<file path="src/rtl/alu_pkg.sv">
// alu_pkg: shared ALU control encodings, funct3 codes and sequencer states.
package alu_pkg;
  typedef enum logic [3:0] {
    ALU_ADD  = 4'b0000,
    ALU_SUB  = 4'b0001,
    ALU_AND  = 4'b0010,
    ALU_OR   = 4'b0011,
    ALU_XOR  = 4'b0100,
    ALU_SLTU = 4'b0101,
    ALU_NONE = 4'b1111
  } alu_ctrl_e;
  localparam logic [2:0] FUNCT3_ADD  = 3'b000;
  localparam logic [2:0] FUNCT3_XOR  = 3'b100;
  localparam logic [2:0] FUNCT3_OR   = 3'b110;
  localparam logic [2:0] FUNCT3_AND  = 3'b111;
  localparam logic [2:0] FUNCT3_SLTU = 3'b011;
  typedef enum logic [1:0] {IDLE, EXEC, RESP} seq_state_e;
endpackage

</file>
<file path="src/rtl/alu_op_decode.sv">
// alu_op_decode: maps funct3/sub to the ALU control code and flags illegal combinations.
module alu_op_decode
  import alu_pkg::*;
(
  input  logic [2:0] funct3,
  input  logic       sub,
  output alu_ctrl_e  ctrl,
  output logic       illegal
);
  always_comb begin
    illegal = (sub && funct3 != FUNCT3_ADD) ||
              !(funct3 inside {FUNCT3_ADD, FUNCT3_XOR, FUNCT3_OR, FUNCT3_AND, FUNCT3_SLTU});
    ctrl = illegal                ? ALU_NONE :
           funct3 == FUNCT3_ADD   ? (sub ? ALU_SUB : ALU_ADD) :
           funct3 == FUNCT3_XOR   ? ALU_XOR :
           funct3 == FUNCT3_OR    ? ALU_OR :
           funct3 == FUNCT3_AND   ? ALU_AND : ALU_SLTU;
  end
endmodule

</file>
<file path="src/rtl/alu_req_seq.sv">
// alu_req_seq: valid/ready request sequencer driving a combinational ALU and returning its result.
// ALU_RSP_SKID_EN replaces the RESP state with a 2-entry response FIFO.
module alu_req_seq
  import alu_pkg::*;
#(
  parameter int TAG_W = 4,
  parameter int CNT_W = 16
) (
  input  logic             clk,
  input  logic             rst,
  input  logic             req_valid,
  output logic             req_ready,
  input  logic [2:0]       req_funct3,
  input  logic             req_sub,
  input  logic [31:0]      req_a,
  input  logic [31:0]      req_b,
  input  logic [TAG_W-1:0] req_tag,
  output logic [3:0]       alu_ctrl_o,
  output logic [31:0]      alu_a_o,
  output logic [31:0]      alu_b_o,
  input  logic [31:0]      alu_result_i,
  input  logic             alu_zero_i,
  output logic             rsp_valid,
  input  logic             rsp_ready,
  output logic [31:0]      rsp_result,
  output logic             rsp_zero,
  output logic             rsp_err,
  output logic [TAG_W-1:0] rsp_tag,
  output logic [CNT_W-1:0] op_cnt
);
  alu_ctrl_e        dec_ctrl, ctrl_q, ctrl_d;
  logic             dec_ill;
  seq_state_e       state_q, state_d;
  logic [31:0]      a_q, a_d, b_q, b_d;
  logic             err_q, err_d;
  logic [TAG_W-1:0] tag_q, tag_d;
  logic [CNT_W-1:0] cnt_q, cnt_d;
  logic             req_fire, rsp_fire, exec;
  logic [31:0]      cap_result;
  logic             cap_zero;
  alu_op_decode u_dec (
    .funct3  (req_funct3),
    .sub     (req_sub),
    .ctrl    (dec_ctrl),
    .illegal (dec_ill)
  );
  assign exec       = state_q == EXEC;
  assign req_fire   = req_valid & req_ready;
  assign rsp_fire   = rsp_valid & rsp_ready;
  // An illegal op still occupies a slot but reports a fixed 0/zero result
  assign cap_result = err_q ? '0 : alu_result_i;
  assign cap_zero   = err_q | alu_zero_i;
  assign alu_ctrl_o = ctrl_q;
  assign alu_a_o    = a_q;
  assign alu_b_o    = b_q;
  assign op_cnt     = cnt_q;
  always_comb begin
    ctrl_d = req_fire ? dec_ctrl : ctrl_q;
    a_d    = req_fire ? req_a : a_q;
    b_d    = req_fire ? req_b : b_q;
    err_d  = req_fire ? dec_ill : err_q;
    tag_d  = req_fire ? req_tag : tag_q;
    cnt_d  = cnt_q + CNT_W'(rsp_fire);
  end
  always_ff @(posedge clk or posedge rst) begin
    if (rst) begin
      state_q <= IDLE;
      ctrl_q  <= ALU_NONE;
      a_q     <= '0;
      b_q     <= '0;
      err_q   <= 1'b0;
      tag_q   <= '0;
      cnt_q   <= '0;
    end else begin
      state_q <= state_d;
      ctrl_q  <= ctrl_d;
      a_q     <= a_d;
      b_q     <= b_d;
      err_q   <= err_d;
      tag_q   <= tag_d;
      cnt_q   <= cnt_d;
    end
  end
`ifdef ALU_RSP_SKID_EN
  logic [31:0]      res_q [2];
  logic [31:0]      res_d [2];
  logic [TAG_W-1:0] rtag_q [2];
  logic [TAG_W-1:0] rtag_d [2];
  logic [1:0]       zero_q, zero_d, rerr_q, rerr_d, fill_q, fill_d;
  logic             wp_q, wp_d, rp_q, rp_d;
  assign req_ready  = state_q == IDLE && fill_q < 2'd2;
  assign rsp_valid  = fill_q != 2'd0;
  assign rsp_result = res_q[rp_q];
  assign rsp_zero   = zero_q[rp_q];
  assign rsp_err    = rerr_q[rp_q];
  assign rsp_tag    = rtag_q[rp_q];
  always_comb begin
    state_d = state_q == IDLE && req_fire ? EXEC : IDLE;
    res_d   = res_q;
    rtag_d  = rtag_q;
    zero_d  = zero_q;
    rerr_d  = rerr_q;
    if (exec) begin
      res_d[wp_q]  = cap_result;
      zero_d[wp_q] = cap_zero;
      rerr_d[wp_q] = err_q;
      rtag_d[wp_q] = tag_q;
    end
    wp_d   = wp_q ^ exec;
    rp_d   = rp_q ^ rsp_fire;
    fill_d = fill_q + {1'b0, exec} - {1'b0, rsp_fire};
  end
  always_ff @(posedge clk or posedge rst) begin
    if (rst) begin
      res_q  <= '{default: '0};
      rtag_q <= '{default: '0};
      zero_q <= '0;
      rerr_q <= '0;
      wp_q   <= 1'b0;
      rp_q   <= 1'b0;
      fill_q <= '0;
    end else begin
      res_q  <= res_d;
      rtag_q <= rtag_d;
      zero_q <= zero_d;
      rerr_q <= rerr_d;
      wp_q   <= wp_d;
      rp_q   <= rp_d;
      fill_q <= fill_d;
    end
  end
`else
  logic [31:0]      res_q, res_d;
  logic [TAG_W-1:0] rtag_q, rtag_d;
  logic             zero_q, zero_d, rerr_q, rerr_d;
  assign req_ready  = state_q == IDLE;
  assign rsp_valid  = state_q == RESP;
  assign rsp_result = res_q;
  assign rsp_zero   = zero_q;
  assign rsp_err    = rerr_q;
  assign rsp_tag    = rtag_q;
  always_comb begin
    state_d = state_q == IDLE ? (req_fire ? EXEC : IDLE) :
              state_q == EXEC ? RESP : (rsp_fire ? IDLE : RESP);
    res_d   = exec ? cap_result : res_q;
    zero_d  = exec ? cap_zero : zero_q;
    rerr_d  = exec ? err_q : rerr_q;
    rtag_d  = exec ? tag_q : rtag_q;
  end
  always_ff @(posedge clk or posedge rst) begin
    if (rst) begin
      res_q  <= '0;
      rtag_q <= '0;
      zero_q <= 1'b0;
      rerr_q <= 1'b0;
    end else begin
      res_q  <= res_d;
      rtag_q <= rtag_d;
      zero_q <= zero_d;
      rerr_q <= rerr_d;
    end
  end
`endif
endmodule

</file>
<file path="config.mk">
export PLATFORM = sky130hd
export DESIGN_NAME = alu_req_seq
export DESIGN_NICKNAME = d
export VERILOG_FILES = /design/src/rtl/alu_pkg.sv /design/src/rtl/alu_op_decode.sv /design/src/rtl/alu_req_seq.sv
export SDC_FILE = /design/constraint.sdc
export NUM_CORES = 1
export LEC_CHECK = 0
export CAP_MARGIN = 5
export CORE_MARGIN = 1
export CORE_UTILIZATION = 37
export DETAILED_ROUTE_END_ITERATION = 16
export PLACE_DENSITY = 0.76
export SYNTH_ARGS = -nofsm -noshare
export SYNTH_HDL_FRONTEND = slang
export SYNTH_SLANG_ARGS = --single-unit
</file>
<file path="constraint.sdc">
create_clock -name clk -period 4.5 [get_ports clk]
set_input_delay 0.9 -clock clk [delete_from_list [all_inputs] [get_ports clk]]
set_output_delay 0.9 -clock clk [all_outputs]
set_load 0.01 [all_outputs]
</file>
==> reports/qor.yml, run 1 <==
syn_nets: 503
seqCellArea_um2: 3233
tightest_slew_ps: 1172
nets: 737
cap_violations: 0
firstDrtPassIters: 4
routedWlPerCell_um: 14.79
post_cts_buffers: 0
grt_max_degree: 79
antennaDiodeCount: 0
finalSetupTns_ps: 0
cp-end-kind: "output port"
path_class: "flop to output port"
synthCells: 391
drv_slew: 0
synthDistinctLibCells: 35
max_freq_mhz: 401.0
finClkSkew_ps: 8.072
core.rowCount: 42
gp_congestion: 0.8408
path_clk_slew_ps: 50
syn_avg_cell_area_um2: 12.84
die_y_um: 118.5
cts_tree: "yes"
synth.area.top_cells: "dfrtp_1 (62%), mux2_2 (14%), nand2_1 (5.2%)"
yosysSeqAreaShare: 0.6442
h-tree-depth: 4
cp_max_fo: 5
fin_crit_sh: 0.5542
grt_pass1_vias: 3943
ys_async_sr_fraction: 1.000
dieWidth_um: 118.5
io_buffers: 232
holdCritPathClass: "flop to flop"
synth-edff-count: 0
setup_slack_ps: 2006
yosys.area.top_type: "dfrtp_1"
status: "finished, final reports clean"
power_density_nw_per_um2: 610.4
p_leak_uw: 0.003415
clock_path_buffers: 2
postCtsHoldBufs: 0
n_fill_cell: 1082
ioPinCount: 233
dieArea_um2: 14030
antenna_found_initial: 0
vias: 3791
cts_root_buf: "clkbuf_16"
drc: 0
report.final.setup_viol: 0
place_ws_ps: 1620
drt-initial-drc-count: 203
initial_core_util: 0.3790
irDropWorstVdd_uv: 276.7
post_cts_resized: 0
grt_pass1_wl_um: 19490
via_per_inst: 4.663
synth.most_common_cell: "dfrtp_1"
hold_viol_final: 0
fin_crit_ps: 2494
grt_setup_unrepaired: "no"
grt_overflow: 0
cts_made_buffers: 17
multi_input_area_um2: 1673
dp_hpwl_um: 8539
cts.sinks: 129
yosys_warnings: 0
gr-usage-all-layers: 0.1783
clk_latency_ps: 400
arrival_ps: 1590
r2r_cells: 7
cp-start-kind: "flop"
wirelength_um: 12030
core-area_um2: 13240
worstHoldPathCells: 1
synthTopCellsByCount: "dfrtp_1 (125), nand2_1 (69), mux2_2 (63)"
netlist_area_um2: 5019
drive_gt1_frac: 0.1586
slew-limit-headroom: 0.2184
critPathRequiredTime_ps: 3600
ys.flop_type: "dfrtp_1"
synth_top_area_frac: 0.6233
final_util: 0.6087
ys_ff_latch: 129
synthToLayoutAreaGrowth_pct: 60.61
postRouteAntennaNets: 0
registers in the layout, indices dropped and copies added, names as in the netlist:
register    count
alu_b_o        32
state_q         2
rsp_err         1
rsp_tag         4
err_q           1
rsp_zero        1
rsp_result     32
alu_a_o        32
op_cnt         16
alu_ctrl_o      4
tag_q           4
cells in the final DEF, fill, tap and decap left out, drive strengths merged, types with 2 or more instances in the layout:
cell type and n:
xor2 7, dfrtp 125, buf 2, mux2 73, nor4 3, clkdlybuf4s50 232
clkbuf 27, xnor2 7, dfstp 4, nand3 8, nand2 69, o21ai 38
nor3 2, nand4 6, a21oi 3, ha 3, nor2 4, clkinv 4
inv 6
where the power goes:
group | switching (uW) | internal (uW) | leakage [uW]
sequential | 257 | 1610 | 0.00157
combinational | 701 | 1080 | 0.00156
clock | 465 | 801 | 0.000275
total | 1420 | 3500 | 0.00341
critical path, cell delays in order (launching register included):
cell             delay [ps]
dfrtp_1                 430
nor2b_1                 210
clkdlybuf4s50_1         560
routing by layer:
| metal | part of all wire | global-route usage | vias up | wire [um] |
|---|---|---|---|---|
| met4 | 0.021 | 0.08782 | 0 | 255 |
| met2 | 0.50 | 0.2971 | 149 | 6047 |
| met1 | 0.41 | 0.2098 | 1820 | 4929 |
| met5 | 0 | 0 | - | 0 |
| met3 | 0.066 | 0.05309 | 18 | 797 |
| li1 | - | - | 1804 | - |
stage by stage:
step,cell area [um2],hold WS [ps],total power [uW],instances
finish,8060,470.5,4920,813
global route,8060,491.5,5203,813
floorplan,5019,454.1,2572,391
CTS,8060,478.6,4990,813
detailed placement,7505,469.9,3696,782
global placement,7505,460.4,3631,782
final timing paths:
check,from,end,slack (ps)
max reg2reg,state_q[1],op_cnt[10],2400
min reg2reg,op_cnt[15],op_cnt[15],470
min,op_cnt[15],op_cnt[15],470
min in group asynchronous,rst,alu_a_o[15],980
max in group asynchronous,rst,alu_ctrl_o[3],2660
max,state_q[1],rsp_valid,2010
layout make-up:
type,count,area share
clock buffer,27,0.06613
inverter,7,0.003570
timing repair buffer,234,0.2915
multi-input combinational,236,0.2075
sequential,129,0.4011
tap,176,0.02732
clock inverter,4,0.002794
logic make-up after synthesis:
kind of cell | count (synthesis) | synth area share
simple gates | 101 | 0.08901
compound gates | 45 | 0.04687
flops | 129 | 0.6442
buf+inv | 26 | 0.02418
mux | 73 | 0.1638
xor+xnor | 14 | 0.02443
fa+ha+maj | 3 | 0.007480
No activity file was read; power rests on OpenSTA's default activity.
==> inputs of run 2 (changes only) <==
- CORE_UTILIZATION: 37 -> 41
- PLACE_DENSITY: 0.76 -> 0.8
- clock period: 4.5 -> 2.6 ns (I/O delays scaled with it)
==> reports/qor.yml, run 2 (synthesis results as in run 1) <==
status: "finished, final reports clean"
internal-power_uw: 6117  # +75%
tightest_slew_ps: 893.8  # -278.5 ps
arrival_ps: 1570  # -20 ps
crit_start: "state_q[1]"
clkPwrFrac: 0.259  # +0.002
postCtsHoldBufs: 0  # unchanged
rr_startpoint: "state_q[1]"
mostFrequentLayoutCells: "clkdlybuf4s50_1 (232), dfrtp_1 (125), nand2_1 (69), mux2_2 (63), o21ai_0 (38)"
cap_violations: 0  # unchanged
worstHoldPathCells: 2  # +1
cp-end-kind: "output port"
report.final.setup_viol: 0  # unchanged
multi_input_area_um2: 1673  # unchanged
dieArea_um2: 12690  # -9.6%
max_freq_mhz: 478.6
swShare: 0.2919  # +0.002726
cts_root_buf: "clkbuf_16"
finClkSkew_ps: 5.880  # -2.192 ps
dp_hpwl_um: 9394  # +10%
post_cts_resized: 0  # unchanged
n_fill_cell: 892  # -18%
layout.cells.most_common: "clkdlybuf4s50_1"
switchingPower_uw: 2522  # +77%
initial_core_util: 0.4196  # +0.04059
dieWidth_um: 112.6  # -4.9%
io_buffers: 232  # unchanged
clk_latency_ps: 410  # about the same
antenna_found_initial: 0  # unchanged
setup_slack_ps: 510.7  # -1495 ps
drt-met1-wl_um: 4820  # -2.2%
cts_tree: "yes"
finalSetupTns_ps: 0  # unchanged
holdCritPathClass: "flop to flop"
cts.sinks: 129  # unchanged
comb_power_share: 0.363  # about the same
cp-start-kind: "flop"
core.rowCount: 40  # -4.8%
top_layer_used: "met4"
irDropWorstVdd_uv: 696.3  # +150%
postRouteAntennaNets: 0  # unchanged
via_per_inst: 4.920  # +5.5%
hold_start: "rsp_result[11]"
path_class: "flop to output port"
antennaDiodeCount: 0  # unchanged
post_cts_buffers: 0  # unchanged
placed_area_um2: 7525  # +0.27%
die_y_um: 112.6  # -4.9%
ioPinCount: 233  # unchanged
vias: 3882  # +2.4%
gp_congestion: 0.7813  # -7.1%
h-tree-depth: 4  # unchanged
nets: 741  # +0.54%
grt_max_degree: 79  # unchanged
clock_path_buffers: 2  # unchanged
drive_gt1_frac: 0.1620  # +0.003438
dr_wl_met2_um: 6998  # +16%
drt-initial-drc-count: 233  # +15%
path_clk_slew_ps: 50  # about the same
power_density_nw_per_um2: 1068  # +75%
r2r_cells: 7  # unchanged
grt_overflow: 0  # unchanged
stdcell_area_um2: 8088  # +0.34%
p_leak_uw: 0.003444  # +0.84%
drc: 0  # unchanged
core-area_um2: 11960  # -9.7%
wirelength_um: 12970  # +7.8%
synthToLayoutAreaGrowth_pct: 61.16
cts_made_buffers: 17  # unchanged
place_ws_ps: 326.3  # -1294 ps
drv_slew: 0  # unchanged
gr-usage-all-layers: 0.2201  # +0.04181
grt_pass1_vias: 4226  # +7.2%
slew-limit-headroom: 0.4004  # +0.1820
routedWlPerCell_um: 16.44  # +11%
fin_crit_sh: 0.8036
cp_max_fo: 5  # unchanged
grt_pass1_wl_um: 21120  # +8.4%
firstDrtPassIters: 4  # unchanged
fin_crit_ps: 2089
seqPwrFrac: 0.378  # -0.002
grt_setup_unrepaired: "no"
final_util: 0.6762  # +0.06750
seqCellArea_um2: 3233  # unchanged
dr_wl_met3_um: 810  # +1.6%
hold_viol_final: 0  # unchanged
critPathRequiredTime_ps: 2080  # -1520 ps
run 2: worst paths after layout:
check | endpoint | slack [ps]
worst max register to register | op_cnt[10] | 650
min in group asynchronous | op_cnt[6] | 570
worst min register to register | rsp_result[11] | 480
worst max-delay path | rsp_valid | 510
worst min-delay path | rsp_result[11] | 480
max in group asynchronous | alu_ctrl_o[0] | 1660
run 2: routing by layer:
layer	up-vias	GRT usage
met3	26	0.06911
met2	148	0.3823
met5	-	0
met4	0	0.1173
li1	1811	-
met1	1897	0.2407
run 2: critical path, cell delays in order (launching register included):
cell and delay [ps]:
dfrtp_1 420, nor2b_1 190, clkdlybuf4s50_1 550
run 2: layout make-up:
cell class / instances / area share
Clock buffer: 27 / 0.06343
Clock inverter: 5 / 0.006188
Inverter: 7 / 0.003713
Multi-Input combinational cell: 236 / 0.2068
Sequential cell: 129 / 0.3998
Tap cell: 147 / 0.02274
Timing Repair Buffer: 238 / 0.2973
run 2: stage by stage:
| stage | hold slack (ps) | power, uW | cells |
|---|---|---|---|
| floorplan | 454.1 | 4452 | 391 |
| global placement | 463.1 | 6307 | 757 |
| detailed placement | 473.7 | 6455 | 757 |
| CTS | 481.3 | 8755 | 789 |
| global route | 501.8 | 9113 | 789 |
| finish | 476.5 | 8639 | 789 |
run 2: power by group through the flow:
stage / logic (uW) / registers [uW] / clock network (uW)
after CTS: 3190 / 3270 / 2300
after detailed placement: 3170 / 3290 / 0
after floorplan: 879 / 3570 / 0
after global routing: 3360 / 3360 / 2380
final: 3140 / 3260 / 2240
after global placement: 3090 / 3220 / 0
